## config.mk

```make
export PLATFORM = sky130hd
export DESIGN_NAME = scan_cfg_counter
export DESIGN_NICKNAME = d
export VERILOG_FILES = /design/src/rtl/scan_cfg_counter.sv
export SDC_FILE = /design/constraint.sdc
export NUM_CORES = 1
export LEC_CHECK = 0
export ABC_CLOCK_PERIOD_IN_PS = 1820
export BUFFER_PORTS_ARGS = -buffer_cell sky130_fd_sc_hd__buf_4
export CAP_MARGIN = 20
export CORE_MARGIN = 2
export CORE_UTILIZATION = 35
export DETAILED_ROUTE_END_ITERATION = 7
export SYNTH_ARGS = -nofsm -noshare
export SYNTH_HDL_FRONTEND = slang
export SYNTH_SLANG_ARGS = --single-unit
export TNS_END_PERCENT = 30
```

## constraint.sdc

```tcl
create_clock -name clk -period 1.82 [get_ports clk]
set_input_delay 0.182 -clock clk [delete_from_list [all_inputs] [get_ports clk]]
set_output_delay 0.182 -clock clk [all_outputs]
set_load 0.05 [all_outputs]
```

## src/rtl/scan_cfg_counter.sv

```systemverilog
// scan_cfg_counter: parameterised up/down counter whose modulus, preload,
// direction and run enable are programmed through a serial scan chain in the
// counter's own clock domain. A commit strobe copies the chain fields into
// shadow config registers, so shifting a new word never disturbs counting.
module scan_cfg_counter #(
    parameter int CNT_W     = 7,
    parameter int CHAIN_LEN = 32
) (
    input  logic             clk,
    input  logic             rst_n,      // active-high synchronous reset
    input  logic             shift_en,
    input  logic             shift_dta,
    input  logic             commit,
    input  logic             count_en,
    output logic [CNT_W-1:0] count,
    output logic             tc,
    output logic             shift_out
);

    // Field positions inside the chain; bits above RUN_BIT only pass through.
    localparam int MAX_LSB  = 0;
    localparam int LOAD_LSB = CNT_W;
    localparam int DIR_BIT  = 2 * CNT_W;
    localparam int RUN_BIT  = 2 * CNT_W + 1;

    // Elaboration-time guard on the parameter set.
    if (CNT_W < 2) begin : g_bad_cnt_w
        $error("scan_cfg_counter: CNT_W must be >= 2");
    end
    if (CHAIN_LEN < 2 * CNT_W + 2) begin : g_bad_chain_len
        $error("scan_cfg_counter: CHAIN_LEN must be >= 2*CNT_W+2");
    end

    logic [CHAIN_LEN-1:0] chain_q,    chain_d;
    logic [CNT_W-1:0]     cfg_max_q,  cfg_max_d;
    logic [CNT_W-1:0]     cfg_load_q, cfg_load_d;
    logic                 cfg_dir_q,  cfg_dir_d;
    logic                 cfg_run_q,  cfg_run_d;
    logic [CNT_W-1:0]     count_q,    count_d;
    logic                 tc_q,       tc_d;

    logic                 commit_take;
    logic                 count_take;

    // A commit is only honoured on a non-shifting edge; it also blocks counting.
    assign commit_take = commit & ~shift_en;
    assign count_take  = cfg_run_q & count_en & ~commit_take;

    // Chain shift register: serial in at bit 0, MSB is the daisy-chain output.
    always_comb begin
        chain_d = chain_q;
        if (shift_en) begin
            chain_d = {chain_q[CHAIN_LEN-2:0], shift_dta};
        end
    end

    // Shadow config registers: load from the chain fields on a taken commit.
    always_comb begin
        cfg_max_d  = cfg_max_q;
        cfg_load_d = cfg_load_q;
        cfg_dir_d  = cfg_dir_q;
        cfg_run_d  = cfg_run_q;
        if (commit_take) begin
            cfg_max_d  = chain_q[MAX_LSB  +: CNT_W];
            cfg_load_d = chain_q[LOAD_LSB +: CNT_W];
            cfg_dir_d  = chain_q[DIR_BIT];
            cfg_run_d  = chain_q[RUN_BIT];
        end
    end

    // Counter and terminal-count pulse. The wrap compare comes before the
    // increment/decrement, so an out-of-range preload wraps on the first edge
    // and the arithmetic never overflows. tc defaults low so it is a 1-cycle pulse.
    always_comb begin
        count_d = count_q;
        tc_d    = 1'b0;
        if (commit_take) begin
            count_d = chain_q[LOAD_LSB +: CNT_W];
        end else if (count_take) begin
            if (!cfg_dir_q) begin
                if (count_q >= cfg_max_q) begin
                    count_d = '0;
                    tc_d    = 1'b1;
                end else begin
                    count_d = count_q + CNT_W'(1);
                end
            end else begin
                if ((count_q == '0) || (count_q > cfg_max_q)) begin
                    count_d = cfg_max_q;
                    tc_d    = 1'b1;
                end else begin
                    count_d = count_q - CNT_W'(1);
                end
            end
        end
    end

    // State registers; reset wins over shift, commit and count.
    always_ff @(posedge clk) begin
        if (rst_n) begin
            chain_q    <= '0;
            cfg_max_q  <= '0;
            cfg_load_q <= '0;
            cfg_dir_q  <= 1'b0;
            cfg_run_q  <= 1'b0;
            count_q    <= '0;
            tc_q       <= 1'b0;
        end else begin
            chain_q    <= chain_d;
            cfg_max_q  <= cfg_max_d;
            cfg_load_q <= cfg_load_d;
            cfg_dir_q  <= cfg_dir_d;
            cfg_run_q  <= cfg_run_d;
            count_q    <= count_d;
            tc_q       <= tc_d;
        end
    end

    assign count     = count_q;
    assign tc        = tc_q;
    assign shift_out = chain_q[CHAIN_LEN-1];

endmodule

```

==> results of run 1 <==
[worst min-delay path, cell delays in order]
cell and delay (ps):
buf_4 80, mux2i_1 50, nor2_1 80
[placed cells by master (no fill, tap or decap), drive strengths merged]
master and n:
a211o 1, a21oi 25, a31oi 7, and3 1, and3b 1, buf 29, bufinv 1, clkbuf 5
dfxtp 49, ha 10, inv 10, mux2i 32, nand2 33, nand2b 2, nand3 12, nand3b 2
nand4 1, nor2 35, nor2b 1, nor3 2, nor3b 1, nor4 3, o211a 1, o211ai 3
o21ai 6, o22a 1, o22ai 1, o311ai 3, o31ai 3, xnor2 8, xor2 2
[logic make-up after synthesis]
kind of cell | synth area share [%]
compound gates | 12.9
xor+xnor | 3.58
fa+ha+maj | 5.12
mux | 13.1
flops | 40.1
simple gates | 19.2
buf+inv | 5.94
[state kept, by name (all words and copies together), names as in the netlist]
register and count:
tc 1, count 7, cfg_run_q 1, chain_q 32, cfg_max_q 7, cfg_dir_q 1
[metrics by stage]
step	cells	hold slack, ps	power, mW	area, um^2
finish	387	129	1.92	2920
detailed placement	380	431	1.20	2710
floorplan	271	329	1.18	2470
global placement	380	417	1.20	2710
global route	387	158	2.01	2920
CTS	387	117	1.95	2810
[report_power, final]
part,switching [mW],internal [mW]
logic,0.0608,0.0388
registers,0.00306,1.07
clock network,0.338,0.407
total,0.402,1.52
[layout make-up]
class | instances | area (um^2) | share of cell area [%]
Clock buffer | 5 | 68.8 | 2.36
Sequential cell | 49 | 1000 | 34.3
Inverter | 9 | 33.8 | 1.16
Timing Repair Buffer | 29 | 230 | 7.88
Tap cell | 96 | 120 | 4.11
Clock inverter | 2 | 38.8 | 1.33
Multi-Input combinational cell | 197 | 1430 | 48.9
[routing by layer]
| layer | global-route usage (%) | vias up | wire length [um] |
|---|---|---|---|
| met5 | 0 | - | 0 |
| met1 | 20.9 | 900 | 2690 |
| met2 | 21.4 | 23 | 2260 |
| met4 | 2.94 | 0 | 21 |
| met3 | 3.11 | 2 | 148 |
| li1 | - | 983 | - |
[worst paths after layout]
path / startpoint / to / slack, ps
max: count[0] / tc / 80
min: shift_dta / chain_q[0] / 130
max reg2reg: count[0] / tc / 80
min reg2reg: cfg_run_q / cfg_run_q / 460
[repair_timing]
item                                    4_1_cts  5_1_grt
resized for setup                             0       20
endpoints found under the setup margin        0        8
hold buffers                                  0        0
==> results.sh, run 1 <==
export IMPL_drt_total_wl_um=5120
export IMPL_antenna_found_initial=0
export IMPL_utilization_pct=43.0
export IMPL_antenna_cells=0
export IMPL_drive_gt1_share_pct=25.4
export IMPL_cp_num_cells=7
export IMPL_fmax_mhz=573
export IMPL_synth_top_cell_by_area="dfxtp_1"
export IMPL_synth_area_top_cells="dfxtp_1 40%, mux2i_1 13%, nor2_1 5.4%, ha_1 5.1%, a21oi_1 4.9%"
export IMPL_syn_area_mm2=0.00244
export IMPL_syn_area_per_cell_um2=9.02
export IMPL_clk_path_buf_depth=2
export IMPL_initial_utilization_pct=36.0
export IMPL_io_pins=15
export IMPL_status="finished, final reports clean"
export IMPL_postRouteAntennaNets=0
export IMPL_rsz0062_at_grt="yes"
export IMPL_dieArea_mm2=0.00767
export IMPL_period_share_pct=95.9
export IMPL_end_kind="flop"
export IMPL_slew_headroom_pct=64.6
export IMPL_cp_slowest_cell="dfxtp_4"
export IMPL_grt_pass1_vias=1806
export IMPL_critPathKind="flop to flop"
export IMPL_p_leak_nw=1.13
export IMPL_drt_pass1_iter_count=5
export IMPL_synth_edf_count=0
export IMPL_synthesis_nets=287
export IMPL_die_y_um=87.6
export IMPL_cts_root_buf="clkbuf_8"
export IMPL_synthArstFlopShare_pct=0
export IMPL_tns_ps=0
export IMPL_p_per_area_mw_per_mm2=657
export IMPL_drtIter0Drc=97
export IMPL_drv_cap=0
export IMPL_crit_arrival_ps=1920
export IMPL_cts_clk_slew_worst_paths_ps=90
export IMPL_track_usage_pct=14.2
export IMPL_final_setup_viol_count=0
export IMPL_final_nets=307
export IMPL_netlist_cell_type_count=34
export IMPL_grt_pass1_wl_um=8650
export IMPL_hold_violations=0
export IMPL_max_stage_delay_ps=340
export IMPL_ys_seq_area_share_pct=40.1
export IMPL_vias=1908
export IMPL_routedWlPerCell_um=13.2
export IMPL_rr_worst_depth=7
export IMPL_grt_max_degree=52
export IMPL_synth_top_area_share_pct=40.1
export IMPL_n_fill_cell=688
export IMPL_worstPathMaxFanout=8
export IMPL_hold_path_class="input pin to flop"
export IMPL_clock_sinks=49
export IMPL_drv_slew=0
export IMPL_syn_inst=271
export IMPL_dp_hpwl_um=3710
export IMPL_worst_slack_ps=75.0
export IMPL_rows=30
export IMPL_dp_slack_ps=34.7
export IMPL_coreArea_mm2=0.00679
export IMPL_clk_latency_ps=290
export IMPL_cts_buffers_inserted=5
export IMPL_ir_drop_uv=553
export IMPL_min_period_ps=1740
export IMPL_tritoncts="done"
export IMPL_synthFlopType="dfxtp_1"
export IMPL_htreeDepth=2
export IMPL_area_growth_syn_to_layout_pct=19.5
export IMPL_critPathTopFamily="compound AO/OA/AOI/OAI gates"
export IMPL_hold_depth=3
export IMPL_gp_congestion=0.813
export IMPL_overflow=0
export IMPL_route_detailed_drc=0
export IMPL_worstMarginPinSlew_ps=531
export IMPL_crit_chain="inv_1 > ha_4 > nand2b_1 > a211o_1 > a21oi_4 > nand2_1 > o211a_1"
export IMPL_post_synth_top_count_cell="dfxtp_1"
export IMPL_viasPerCell=4.93
export IMPL_worst_setup_path_start_kind="flop"
export IMPL_cp_required_ps=1990
export IMPL_die_width_um=87.6
export IMPL_cts_setup_buffers=0
export IMPL_clock_skew_ps=10.5
export IMPL_crit_buf_inv=1
export IMPL_synth_seq_cells=49
export IMPL_port_buffers=14
export IMPL_yosys_warnings=0
export IMPL_ys_top_cells_by_count="49 x dfxtp_1, 35 x nor2_1, 32 x mux2i_1, 32 x nand2_1, 24 x a21oi_1"
(Power assumes the default switching activity.)
==> run 2: changes to the inputs <==
--- a/config.mk
+++ b/config.mk
@@ -6,11 +6,11 @@
 export NUM_CORES = 1
 export LEC_CHECK = 0
 export ABC_CLOCK_PERIOD_IN_PS = 1820
-export BUFFER_PORTS_ARGS = -buffer_cell sky130_fd_sc_hd__buf_4
 export CAP_MARGIN = 20
 export CORE_MARGIN = 2
 export CORE_UTILIZATION = 35
 export DETAILED_ROUTE_END_ITERATION = 7
+export DONT_BUFFER_PORTS = 1
 export SYNTH_ARGS = -nofsm -noshare
 export SYNTH_HDL_FRONTEND = slang
 export SYNTH_SLANG_ARGS = --single-unit
==> results.sh, run 2 (synthesis gave the netlist of run 1 again) <==
export IMPL_place_inst=373
export IMPL_drv_cap=0
export IMPL_cts_setup_buffers=0
export IMPL_end_kind="flop"
export IMPL_final_cell_mix="40 x dfxtp_1, 35 x nor2_1, 32 x mux2i_1, 32 x nand2_1, 22 x buf_4"
export IMPL_route_detailed_drc=0
export IMPL_clk_path_buf_depth=2
export IMPL_drtIter0Drc=66
export IMPL_final_nets=301
export IMPL_period_share_pct=96.8
export IMPL_r2r_end="tc"
export IMPL_rr_worst_depth=8
export IMPL_viasPerCell=4.95
export IMPL_clock_sinks=49
export IMPL_drt_total_wl_um=5170
export IMPL_final_setup_viol_count=0
export IMPL_cts_buffers_inserted=5
export IMPL_grt_pass1_wl_um=8770
export IMPL_worstMarginPinSlew_ps=538
export IMPL_drive_gt1_share_pct=20.3
export IMPL_gp_congestion=0.889
export IMPL_port_buffers=0
export IMPL_status="finished, final reports clean"
export IMPL_cts_root_buf="clkbuf_8"
export IMPL_rows=30
export IMPL_p_leak_nw=1.08
export IMPL_crit_arrival_ps=1960
export IMPL_overflow=0
export IMPL_n_fill_cell=700
export IMPL_coreArea_mm2=0.00679
export IMPL_slew_headroom_pct=63.9
export IMPL_multi_input_area_mm2=0.00138
export IMPL_final_area_mm2=0.00281
export IMPL_fmax_mhz=568
export IMPL_routedWlPerCell_um=13.5
export IMPL_regMostFlops="chain_q"
export IMPL_p_per_area_mw_per_mm2=637
export IMPL_area_growth_syn_to_layout_pct=14.8
export IMPL_worst_setup_path_start_kind="flop"
export IMPL_hold_depth=2
export IMPL_drv_slew=0
export IMPL_clock_skew_ps=9.50
export IMPL_whs_ps=25.3
export IMPL_hold_violations=0
export IMPL_vias=1891
export IMPL_rr_startpoint="cfg_max_q[2]"
export IMPL_grt_pass1_vias=1837
export IMPL_setup_worst_path_start="cfg_max_q[2]"
export IMPL_drt_pass1_iter_count=4
export IMPL_antenna_cells=0
export IMPL_die_y_um=87.6
export IMPL_stdcell_count=382
export IMPL_antenna_found_initial=0
export IMPL_min_period_ps=1760
export IMPL_critPathCapture="tc"
export IMPL_tritoncts="done"
export IMPL_critPathKind="flop to flop"
export IMPL_dpl_cell_area_mm2=0.00264
export IMPL_hold_path_class="input pin to flop"
export IMPL_min_from="shift_dta"
export IMPL_initial_utilization_pct=36.0
export IMPL_die_width_um=87.6
export IMPL_final_common_cell="dfxtp_1"
export IMPL_regArea_um2=997
export IMPL_cp_required_ps=2020
export IMPL_ir_drop_uv=540
export IMPL_worstPathMaxFanout=4
export IMPL_grt_max_degree=42
export IMPL_io_pins=15
export IMPL_rsz0062_at_grt="yes"
export IMPL_postRouteAntennaNets=0
export IMPL_track_usage_pct=14.6
export IMPL_r2r_slack_ps=60
export IMPL_dieArea_mm2=0.00767
export IMPL_largest_reg_flops=32
export IMPL_clk_latency_ps=310
export IMPL_dp_hpwl_um=3650
export IMPL_cts_clk_slew_worst_paths_ps=90
export IMPL_htreeDepth=2
==> run 2: layout make-up <==
type / count / area share, %
multi-input cells: 197 / 49.2
flip-flops and latches: 49 / 35.5
repair buffers: 23 / 6.60
well taps: 96 / 4.28
clock buffers: 5 / 2.45
inverters: 9 / 1.20
clock inverters: 3 / 0.802
==> run 2: timing repair <==
| action | in CTS | in global routing |
|---|---|---|
| setup endpoints to repair | 0 | 8 |
| gates resized for setup | 0 | 11 |
| endpoints found under the hold margin | 41 | 0 |
| hold buffers | 1 | 0 |
==> run 2: power breakdown <==
part | switching [mW] | internal [mW] | total (mW) | leakage [nW]
Clock | 0.370 | 0.273 | 0.643 | 0.0481
Combinational | 0.0393 | 0.0327 | 0.0720 | 0.635
Sequential | 0.00301 | 1.07 | 1.07 | 0.400
==> run 2: critical path: stages, from the launching register on <==
cell and delay (ps):
dfxtp_1 340, inv_1 50, ha_1 290, a21oi_1 210, a21oi_2 100, o22ai_2 220, nand2_2 110, buf_4 140
o211a_1 190
==> run 2: per-layer routing <==
| metal | vias up | GRT usage [%] | routed length (um) |
|---|---|---|---|
| met4 | 0 | 4.76 | 54 |
| met3 | 7 | 3.77 | 301 |
| met1 | 868 | 21.0 | 2610 |
| met5 | - | 0 | 0 |
| li1 | 964 | - | - |
| met2 | 52 | 21.3 | 2200 |
==> run 2: worst min-delay path by stage <==
stage,end
2_1_floorplan,chain_q[0]
3_3_place_gp,cfg_dir_q
3_5_place_dp,cfg_dir_q
4_1_cts,chain_q[0]
5_1_grt,chain_q[27]
6_report,chain_q[0]
==> run 2: per-stage QoR <==
step                      power (mW)  util, %  setup TNS, ps  setup WS (ps)
after floorplan                 1.18        -              0           5.74
after global placement          1.15     38.9              0            103
after detailed placement        1.15     38.9              0           85.3
after CTS                       1.83     40.5              0           58.8
after global routing            1.86     41.3           -136          -43.1
final                           1.79     41.3              0           58.3
==> run 3: changes to the inputs <==
--- a/config.mk
+++ b/config.mk
@@ -11,6 +11,7 @@
 export CORE_UTILIZATION = 35
 export DETAILED_ROUTE_END_ITERATION = 7
 export DONT_BUFFER_PORTS = 1
+export PLACE_DENSITY = 0.55
 export SYNTH_ARGS = -nofsm -noshare
 export SYNTH_HDL_FRONTEND = slang
 export SYNTH_SLANG_ARGS = --single-unit
==> results.sh, run 3 (synthesis gave the netlist of run 1 again) <==
export IMPL_drtIter0Drc=63
export IMPL_rr_startpoint="cfg_max_q[3]"
export IMPL_initial_utilization_pct=36.0
export IMPL_min_period_ps=1790
export IMPL_p_total_mw=1.84
export IMPL_fmax_mhz=559
export IMPL_n_fill_cell=693
export IMPL_port_buffers=0
export IMPL_cp_required_ps=2010
export IMPL_min_from="shift_en"
export IMPL_tritoncts="done"
export IMPL_viasPerCell=4.95
export IMPL_worstPathMaxFanout=8
export IMPL_largest_reg_flops=32
export IMPL_dieArea_mm2=0.00767
export IMPL_drt_total_wl_um=5390
export IMPL_final_common_cell="dfxtp_1"
export IMPL_clk_latency_ps=300
export IMPL_worst_setup_path_start_kind="flop"
export IMPL_cts_buffers_inserted=5
export IMPL_clock_skew_ps=8.17
export IMPL_grt_pass1_vias=1843
export IMPL_hold_depth=2
export IMPL_r2r_end="count[4]"
export IMPL_status="finished, final reports clean"
export IMPL_regMostFlops="chain_q"
export IMPL_r2r_slack_ps=30
export IMPL_vias=1877
export IMPL_die_y_um=87.6
export IMPL_slew_headroom_pct=59.9
export IMPL_p_per_area_mw_per_mm2=645
export IMPL_area_growth_syn_to_layout_pct=16.7
export IMPL_postRouteAntennaNets=0
export IMPL_hold_violations=0
export IMPL_cts_clk_slew_worst_paths_ps=100
export IMPL_drt_pass1_iter_count=5
export IMPL_dp_slack_ps=26.1
export IMPL_end_kind="flop"
export IMPL_die_width_um=87.6
export IMPL_drv_slew=0
export IMPL_antenna_cells=0
export IMPL_gp_congestion=0.874
export IMPL_ir_drop_uv=421
export IMPL_regArea_um2=1000
export IMPL_period_share_pct=98.3
export IMPL_final_nets=298
export IMPL_hold_path_class="input pin to flop"
export IMPL_final_setup_viol_count=0
export IMPL_io_pins=15
export IMPL_critPathKind="flop to flop"
export IMPL_worst_slack_ps=30.5
export IMPL_rows=30
export IMPL_multi_input_area_mm2=0.00142
export IMPL_hold_path_end="chain_q[23]"
export IMPL_p_leak_nw=1.08
export IMPL_rr_worst_depth=8
export IMPL_final_cell_mix="38 x dfxtp_1, 34 x nor2_1, 32 x mux2i_1, 32 x nand2_1, 23 x a21oi_1"
export IMPL_worstMarginPinSlew_ps=597
export IMPL_htreeDepth=2
export IMPL_drive_gt1_share_pct=22.3
export IMPL_crit_arrival_ps=1980
export IMPL_drv_cap=0
export IMPL_grt_pass1_wl_um=8810
export IMPL_coreArea_mm2=0.00679
export IMPL_clk_path_buf_depth=2
export IMPL_track_usage_pct=14.6
export IMPL_whs_ps=28.3
export IMPL_dp_hpwl_um=3780
export IMPL_antenna_found_initial=0
export IMPL_clock_sinks=49
export IMPL_routedWlPerCell_um=14.2
export IMPL_route_detailed_drc=0
export IMPL_overflow=0
export IMPL_grt_max_degree=42
export IMPL_cts_root_buf="clkbuf_8"
## run 3: critical path, stage by stage (launching register included)
cell	delay [ps]
dfxtp_2	360
inv_1	50
ha_1	270
nand4_1	210
nor2_2	230
a21oi_4	80
buf_12	140
a31oi_2	240
o21ai_1	100
## run 3: power breakdown
group          switching, mW  total (mW)  internal (mW)
combinational         0.0395      0.0743         0.0348
clock                  0.376       0.692          0.316
sequential           0.00318        1.07           1.07
## run 3: how the worst max path moves through the flow
stage | start | end | cells after the start
global placement | count[0] | count[4] | 7
global route | cfg_max_q[3] | count[6] | 7
finish | cfg_max_q[3] | count[4] | 8
detailed placement | cfg_max_q[6] | count[4] | 8
CTS | cfg_max_q[6] | count[4] | 8
floorplan | count[0] | tc | 7
## run 3: what timing repair did
action,4_1_cts,5_1_grt
resized for setup,0,19
hold buffers,1,0
buffers inserted,0,1
endpoints found under the setup margin,0,8
hold endpoints to repair,41,0
## run 3: per-stage QoR
step	cell area, um^2	std cells	TNS (ps)	utilization, %
after detailed placement	2610	369	0	38.4
after global routing	2850	379	-156	42.0
after floorplan	2470	271	0	-
after global placement	2610	369	0	38.4
after CTS	2730	378	0	40.2
final	2850	379	0	42.0
## run 3: cell type report
class,count,area share [%]
clock inverter,2,0.614
multi-input combinational,197,49.9
tap,96,4.21
inverter,9,1.18
sequential,49,35.0
timing repair buffer,20,6.14
clock buffer,6,2.89
## run 3: per-layer routing
metal | part of all wire, % | vias to the layer above | GRT usage [%] | wire length [um]
met4 | 1.4 | 0 | 5.31 | 73
met1 | 50 | 874 | 20.4 | 2690
met3 | 4.9 | 7 | 3.86 | 264
met5 | 0 | - | 0 | 0
li1 | - | 964 | - | -
met2 | 44 | 32 | 21.6 | 2360
